## src/rtl/algn_rx_fifo_if.sv

```systemverilog
// Push/pop handshake bundle between the RX side, the aligner RX FIFO and the aligner controller.
// A transfer happens on a rising clk edge where valid and ready are both 1; valid never waits on ready.
interface algn_rx_fifo_if #(
  parameter int DATA_WIDTH = 32
);
  logic                  push_valid;
  logic                  push_ready;
  logic [DATA_WIDTH-1:0] push_data;
  logic [1:0]            push_offset;
  logic [2:0]            push_size;

  logic                  pop_valid;
  logic                  pop_ready;
  logic [DATA_WIDTH-1:0] pop_data;
  logic [1:0]            pop_offset;
  logic [2:0]            pop_size;

  modport master (
    output push_valid, push_data, push_offset, push_size, pop_ready,
    input  push_ready, pop_valid, pop_data, pop_offset, pop_size
  );

  modport slave (
    input  push_valid, push_data, push_offset, push_size, pop_ready,
    output push_ready, pop_valid, pop_data, pop_offset, pop_size
  );
endinterface

```

## src/rtl/algn_rx_fifo.sv

```systemverilog
// Aligner RX FIFO: circular buffer with first-word fall-through head, drop counter and event pulses.
// Optional almost_full output is built only when ALGN_RX_FIFO_AF_EN is defined.
module algn_rx_fifo #(
  parameter int DATA_WIDTH = 32,
  parameter int DEPTH      = 8
`ifdef ALGN_RX_FIFO_AF_EN
  , parameter int AF_LEVEL = DEPTH - 2
`endif
) (
  input  logic                   clk,
  input  logic                   reset,
  algn_rx_fifo_if.slave          bus,
  output logic                   rx_fifo_push,
  output logic                   rx_fifo_pop,
  output logic [$clog2(DEPTH):0] level,
  output logic [7:0]             drop_cnt
`ifdef ALGN_RX_FIFO_AF_EN
  , output logic                 almost_full
`endif
);
  localparam int PW = $clog2(DEPTH);
  localparam int LW = PW + 1;
  localparam int EW = DATA_WIDTH + 5;

  // Stored entry layout: {size, offset, data}
  typedef logic [EW-1:0] entry_t;

  entry_t        mem_q [DEPTH];
  entry_t        head;
  logic [PW-1:0] wr_ptr_q, wr_ptr_d;
  logic [PW-1:0] rd_ptr_q, rd_ptr_d;
  logic [LW-1:0] level_q, level_d;
  logic [7:0]    drop_q, drop_d;
  logic          push_pulse_q, push_pulse_d;
  logic          pop_pulse_q, pop_pulse_d;
  logic          push_fire, pop_fire;

  // Readiness depends only on the registered level, so a pop cannot free a slot for a same-cycle push.
  assign bus.push_ready = (level_q != LW'(DEPTH));
  assign bus.pop_valid  = (level_q != '0);
  assign push_fire      = bus.push_valid & bus.push_ready;
  assign pop_fire       = bus.pop_valid & bus.pop_ready;

  assign head           = mem_q[rd_ptr_q];
  assign bus.pop_data   = head[DATA_WIDTH-1:0];
  assign bus.pop_offset = head[DATA_WIDTH+1:DATA_WIDTH];
  assign bus.pop_size   = head[EW-1:DATA_WIDTH+2];

  assign rx_fifo_push   = push_pulse_q;
  assign rx_fifo_pop    = pop_pulse_q;
  assign level          = level_q;
  assign drop_cnt       = drop_q;

  always_comb begin
    wr_ptr_d     = wr_ptr_q;
    rd_ptr_d     = rd_ptr_q;
    level_d      = level_q;
    drop_d       = drop_q;
    push_pulse_d = push_fire;
    pop_pulse_d  = pop_fire;

    if (push_fire) wr_ptr_d = wr_ptr_q + PW'(1);
    if (pop_fire)  rd_ptr_d = rd_ptr_q + PW'(1);

    case ({push_fire, pop_fire})
      2'b10:   level_d = level_q + LW'(1);
      2'b01:   level_d = level_q - LW'(1);
      default: level_d = level_q;
    endcase

    if (bus.push_valid && !bus.push_ready && (drop_q != 8'hFF)) drop_d = drop_q + 8'd1;
  end

  always_ff @(posedge clk) begin
    if (reset) begin
      wr_ptr_q     <= '0;
      rd_ptr_q     <= '0;
      level_q      <= '0;
      drop_q       <= '0;
      push_pulse_q <= 1'b0;
      pop_pulse_q  <= 1'b0;
    end else begin
      wr_ptr_q     <= wr_ptr_d;
      rd_ptr_q     <= rd_ptr_d;
      level_q      <= level_d;
      drop_q       <= drop_d;
      push_pulse_q <= push_pulse_d;
      pop_pulse_q  <= pop_pulse_d;
    end
  end

  // Storage is never cleared; entries are stored verbatim, size legality is checked downstream.
  always_ff @(posedge clk) begin
    if (push_fire && !reset) mem_q[wr_ptr_q] <= {bus.push_size, bus.push_offset, bus.push_data};
  end

`ifdef ALGN_RX_FIFO_AF_EN
  logic almost_full_q, almost_full_d;

  assign almost_full_d = (level_q >= LW'(AF_LEVEL));
  assign almost_full   = almost_full_q;

  always_ff @(posedge clk) begin
    if (reset) almost_full_q <= 1'b0;
    else       almost_full_q <= almost_full_d;
  end
`endif
endmodule

```

## src/flat_wrapper.sv

```systemverilog
// flat-port wrapper written by rule: the top's interface ports become plain ports
module algn_rx_fifo_flat 
#(
  parameter int DATA_WIDTH = 32,
  parameter int DEPTH      = 8

)
  (clk, reset, rx_fifo_push, rx_fifo_pop, level, drop_cnt, bus_push_valid, bus_push_data, bus_push_offset, bus_push_size, bus_pop_ready, bus_push_ready, bus_pop_valid, bus_pop_data, bus_pop_offset, bus_pop_size);
  algn_rx_fifo_if #(.DATA_WIDTH(DATA_WIDTH)) bus_i ();
  input  logic clk;
  input  logic reset;
  output logic rx_fifo_push;
  output logic rx_fifo_pop;
  output logic [$clog2(DEPTH):0] level;
  output logic [7:0] drop_cnt;
  input wire logic [$bits(bus_i.push_valid)-1:0] bus_push_valid;
  input wire logic [$bits(bus_i.push_data)-1:0] bus_push_data;
  input wire logic [$bits(bus_i.push_offset)-1:0] bus_push_offset;
  input wire logic [$bits(bus_i.push_size)-1:0] bus_push_size;
  input wire logic [$bits(bus_i.pop_ready)-1:0] bus_pop_ready;
  output wire logic [$bits(bus_i.push_ready)-1:0] bus_push_ready;
  output wire logic [$bits(bus_i.pop_valid)-1:0] bus_pop_valid;
  output wire logic [$bits(bus_i.pop_data)-1:0] bus_pop_data;
  output wire logic [$bits(bus_i.pop_offset)-1:0] bus_pop_offset;
  output wire logic [$bits(bus_i.pop_size)-1:0] bus_pop_size;
  assign bus_i.push_valid = bus_push_valid;
  assign bus_i.push_data = bus_push_data;
  assign bus_i.push_offset = bus_push_offset;
  assign bus_i.push_size = bus_push_size;
  assign bus_i.pop_ready = bus_pop_ready;
  assign bus_push_ready = bus_i.push_ready;
  assign bus_pop_valid = bus_i.pop_valid;
  assign bus_pop_data = bus_i.pop_data;
  assign bus_pop_offset = bus_i.pop_offset;
  assign bus_pop_size = bus_i.pop_size;
  algn_rx_fifo #(.DATA_WIDTH(DATA_WIDTH), .DEPTH(DEPTH)) u_core (.clk(clk), .reset(reset), .bus(bus_i), .rx_fifo_push(rx_fifo_push), .rx_fifo_pop(rx_fifo_pop), .level(level), .drop_cnt(drop_cnt));
endmodule
```

## config.mk

```make
export PLATFORM = sky130hd
export DESIGN_NAME = algn_rx_fifo_flat
export DESIGN_NICKNAME = d
export VERILOG_FILES = /design/src/rtl/algn_rx_fifo_if.sv /design/src/rtl/algn_rx_fifo.sv /design/src/flat_wrapper.sv
export SDC_FILE = /design/constraint.sdc
export NUM_CORES = 1
export LEC_CHECK = 0
export ABC_AREA = 0
export BUFFER_PORTS_ARGS = -buffer_cell sky130_fd_sc_hd__buf_2
export CORE_ASPECT_RATIO = 2
export CORE_MARGIN = 1.5
export CORE_UTILIZATION = 60
export CTS_CLUSTER_DIAMETER = 40
export DETAILED_ROUTE_END_ITERATION = 8
export PLACE_DENSITY = 0.8
export SLEW_MARGIN = 20
export SYNTH_ARGS = -nofsm -noshare
export SYNTH_HDL_FRONTEND = slang
export SYNTH_SLANG_ARGS = --single-unit
```

## constraint.sdc

```tcl
create_clock -name clk -period 7.4 [get_ports clk]
set_clock_uncertainty 0.1 [all_clocks]
set_input_delay 1.85 -clock clk [delete_from_list [all_inputs] [get_ports clk]]
set_output_delay 1.85 -clock clk [all_outputs]
set_load 0.05 [all_outputs]
```

==> out/qor.yml <==
timing:
  drv_slew: 0
  hold_ws_ns: 0.403
  max_slew_margin: 0.279
  finalSetupTns_ns: 0
  fin_crit_sh: 0.687
  worstMarginPinSlew_ns: 1.08
  setup_viol: 0
  period_needed_ns: 5.09
  finalHoldViolCount: 0
  rsz0062_at_grt: "false"
  max_freq_mhz: 197
floorplan:
  core_area_um2: 20300
  die_area_um2: 21400
  dieWidth_um: 104
  start_util: 0.607
  io_pins: 94
  std_cell_rows: 74
  die_y_um: 206
logic_synthesis:
  syn-cell-area_um2: 12300
  synth-seq-area-share: 0.759
  synth_enable_flop_cells: 296
  synth_common_cells: "edfxtp_1 (296), mux4_2 (74), mux2_2 (38)"
  synth_top_family_by_area: "multiplexers"
  synthTopCellsByArea: "edfxtp_1 (72%), mux4_2 (14%), dfxtp_1 (3.7%)"
  synth_top_cell_area_share: 0.722
  ys_seq_elements: 319
  synth-main-ff-cell: "edfxtp_1"
  netlist_instances: 571
  synth.net_count: 617
  synth_compound_area_frac: 0.0133
  yosys.area_share.simple: 0.0326
  ys_async_sr_fraction: 0
  yosys_warnings: 0
  synth_xor_area_frac: 0.00427
  synthAdderAreaFrac: 0.00508
  synth.most_common_cell: "edfxtp_1"
  synthMuxAreaShare: 0.173
  synth.largest_area_cell: "edfxtp_1"
  yosysUniqueCellTypes: 48
  syn_avg_cell_area_um2: 21.6
pwr:
  p_total_mw: 4.81
  p_leak_nw: 4.55
  ir_drop_mv: 0.231
  power_density_nw_per_um2: 342
placement:
  port_buffers: 93
  dpl.cell_count: 908
  post-dp-hpwl_um: 14300
  gp_congestion: 0.751
route:
  initialDrtViolationCount: 352
  vias: 6004
  wirelength_um: 25300
  viasPerCell: 6.26
  dr.pass1.iters: 5
  wl_per_cell_um: 26.4
  route.detailed.drc: 0
  drtAntennaViolNets: 0
cells_and_area:
  layout.nets: 718
  drive_gt1_frac: 0.395
  stdcell_count: 959
  areaGrowthSynthToFinish_pct: 14.0
global_routing:
  antenna_found_initial: 3
  grtUsageTotal: 0.237
  grt_pass1_vias: 6495
  grt_first_pass_wirelength_um: 37400
  grt_overflow: 0
  grt_max_degree: 75
min_path:
  hp-class: "flop to flop"
  whs_endpoint: "u_core.drop_cnt[4]"
  min_from: "u_core.drop_cnt[4]"
  hold_depth: 2
clock_network:
  cts.htree.levels: 1
  post_cts_buffers: 0
  cts_tree: "done"
  cts-root-buf: "clkbuf_16"
  clock-sinks: 319
  cts_resized: 0
  cts_made_buffers: 27
  clk_pin_slew_worst_paths_ns: 0.07
  hold_buffers: 0
  cts_buffer_depth: 3
  insertion_delay_ns: 0.53
critical_path:
  worstReg2RegEnd: "u_core.mem_q[6][8]"
  critPathLaunchType: "flop"
  endpoint_kind: "output port"
  crit_type: "flop to output port"
  worstPathMaxFanout: 27
  r2r_start: "u_core.level[1]"
  cp_data_required_time_ns: 5.45
  cp.arrival_ns: 3.14
  r2r_setup_slack_ns: 4.43
  worst-r2r-cell-count: 5
job:
  maxCapViolations: 0
run_status:
  outcome: "complete, no violations"
## sequential cells by signal, summed over array words and instances, names as in the netlist, named ones only
| name | cells |
|---|---|
| u_core.mem_q | 296 |
| u_core.drop_cnt | 8 |
| u_core.level | 4 |
| u_core.rd_ptr_q | 3 |
| u_core.wr_ptr_q | 3 |
| u_core.rx_fifo_pop | 1 |
| u_core.rx_fifo_push | 1 |
## worst max path at each step
stage / endpoint / cells past startpoint / start
after CTS: bus_pop_data[26] / 4 / flop
final: bus_pop_data[26] / 5 / flop
after global routing: bus_pop_data[26] / 5 / flop
after floorplan: u_core.mem_q[0][0] / 4 / bus_push_valid
after detailed placement: bus_pop_data[17] / 4 / flop
after global placement: bus_pop_data[26] / 4 / flop
## report_power, final
part           internal, mW  switching, mW  leakage, nW
clock network         0.850          0.622        0.450
registers              2.05          0.120         2.86
logic                 0.473          0.696         1.24
## area by class of cell
cell class	count	area (um2)
antenna	1	2.50
clock buffer	30	687
clock inverter	19	236
fill	1197	6240
inverter	2	7.51
multi-input combinational	219	2860
sequential	319	9360
tap	266	333
timing repair buffer	103	553
## through the flow
step                      cell area [um2]   util  setup slack, ns
final                               14000  0.692             2.31
after global routing                14000  0.692             2.08
after CTS                           14000  0.691             2.04
after detailed placement            13100  0.646             2.60
after global placement              13100  0.646             2.66
after floorplan                     12300      -             1.79
## logic make-up after synthesis
kind of cell,after synthesis
adders and majority gates,5
xor gates and xnor gates,6
muxes,115
and+or+nand+nor,71
DFF,319
buffers and inverters,33
AOI/OAI and AO/OA,22
## per-layer routing
layer	part of all wire	track usage
met1	0.35	0.266
met2	0.58	0.457
met3	0.049	0.0364
met4	0.020	0.0774
met5	0.0011	0
## cell usage in the layout (no fill, tap or decap), types with 7 or more instances in the layout
cell and instances:
a21oi_1 8, mux2_2 38, buf_4 9, buf_2 93
nor2_1 14, dfxtp_1 20, edfxtp_1 296, mux4_2 74
nand3_1 7, clkbuf_16 27
## critical path, cell delays in order, from the launching register on
cell and delay [ns]:
dfxtp_4 0.69, buf_12 0.30, buf_4 0.48, mux4_2 0.58
mux2_2 0.30, buf_2 0.22
Note: power is estimated with default switching activity, not from simulation.
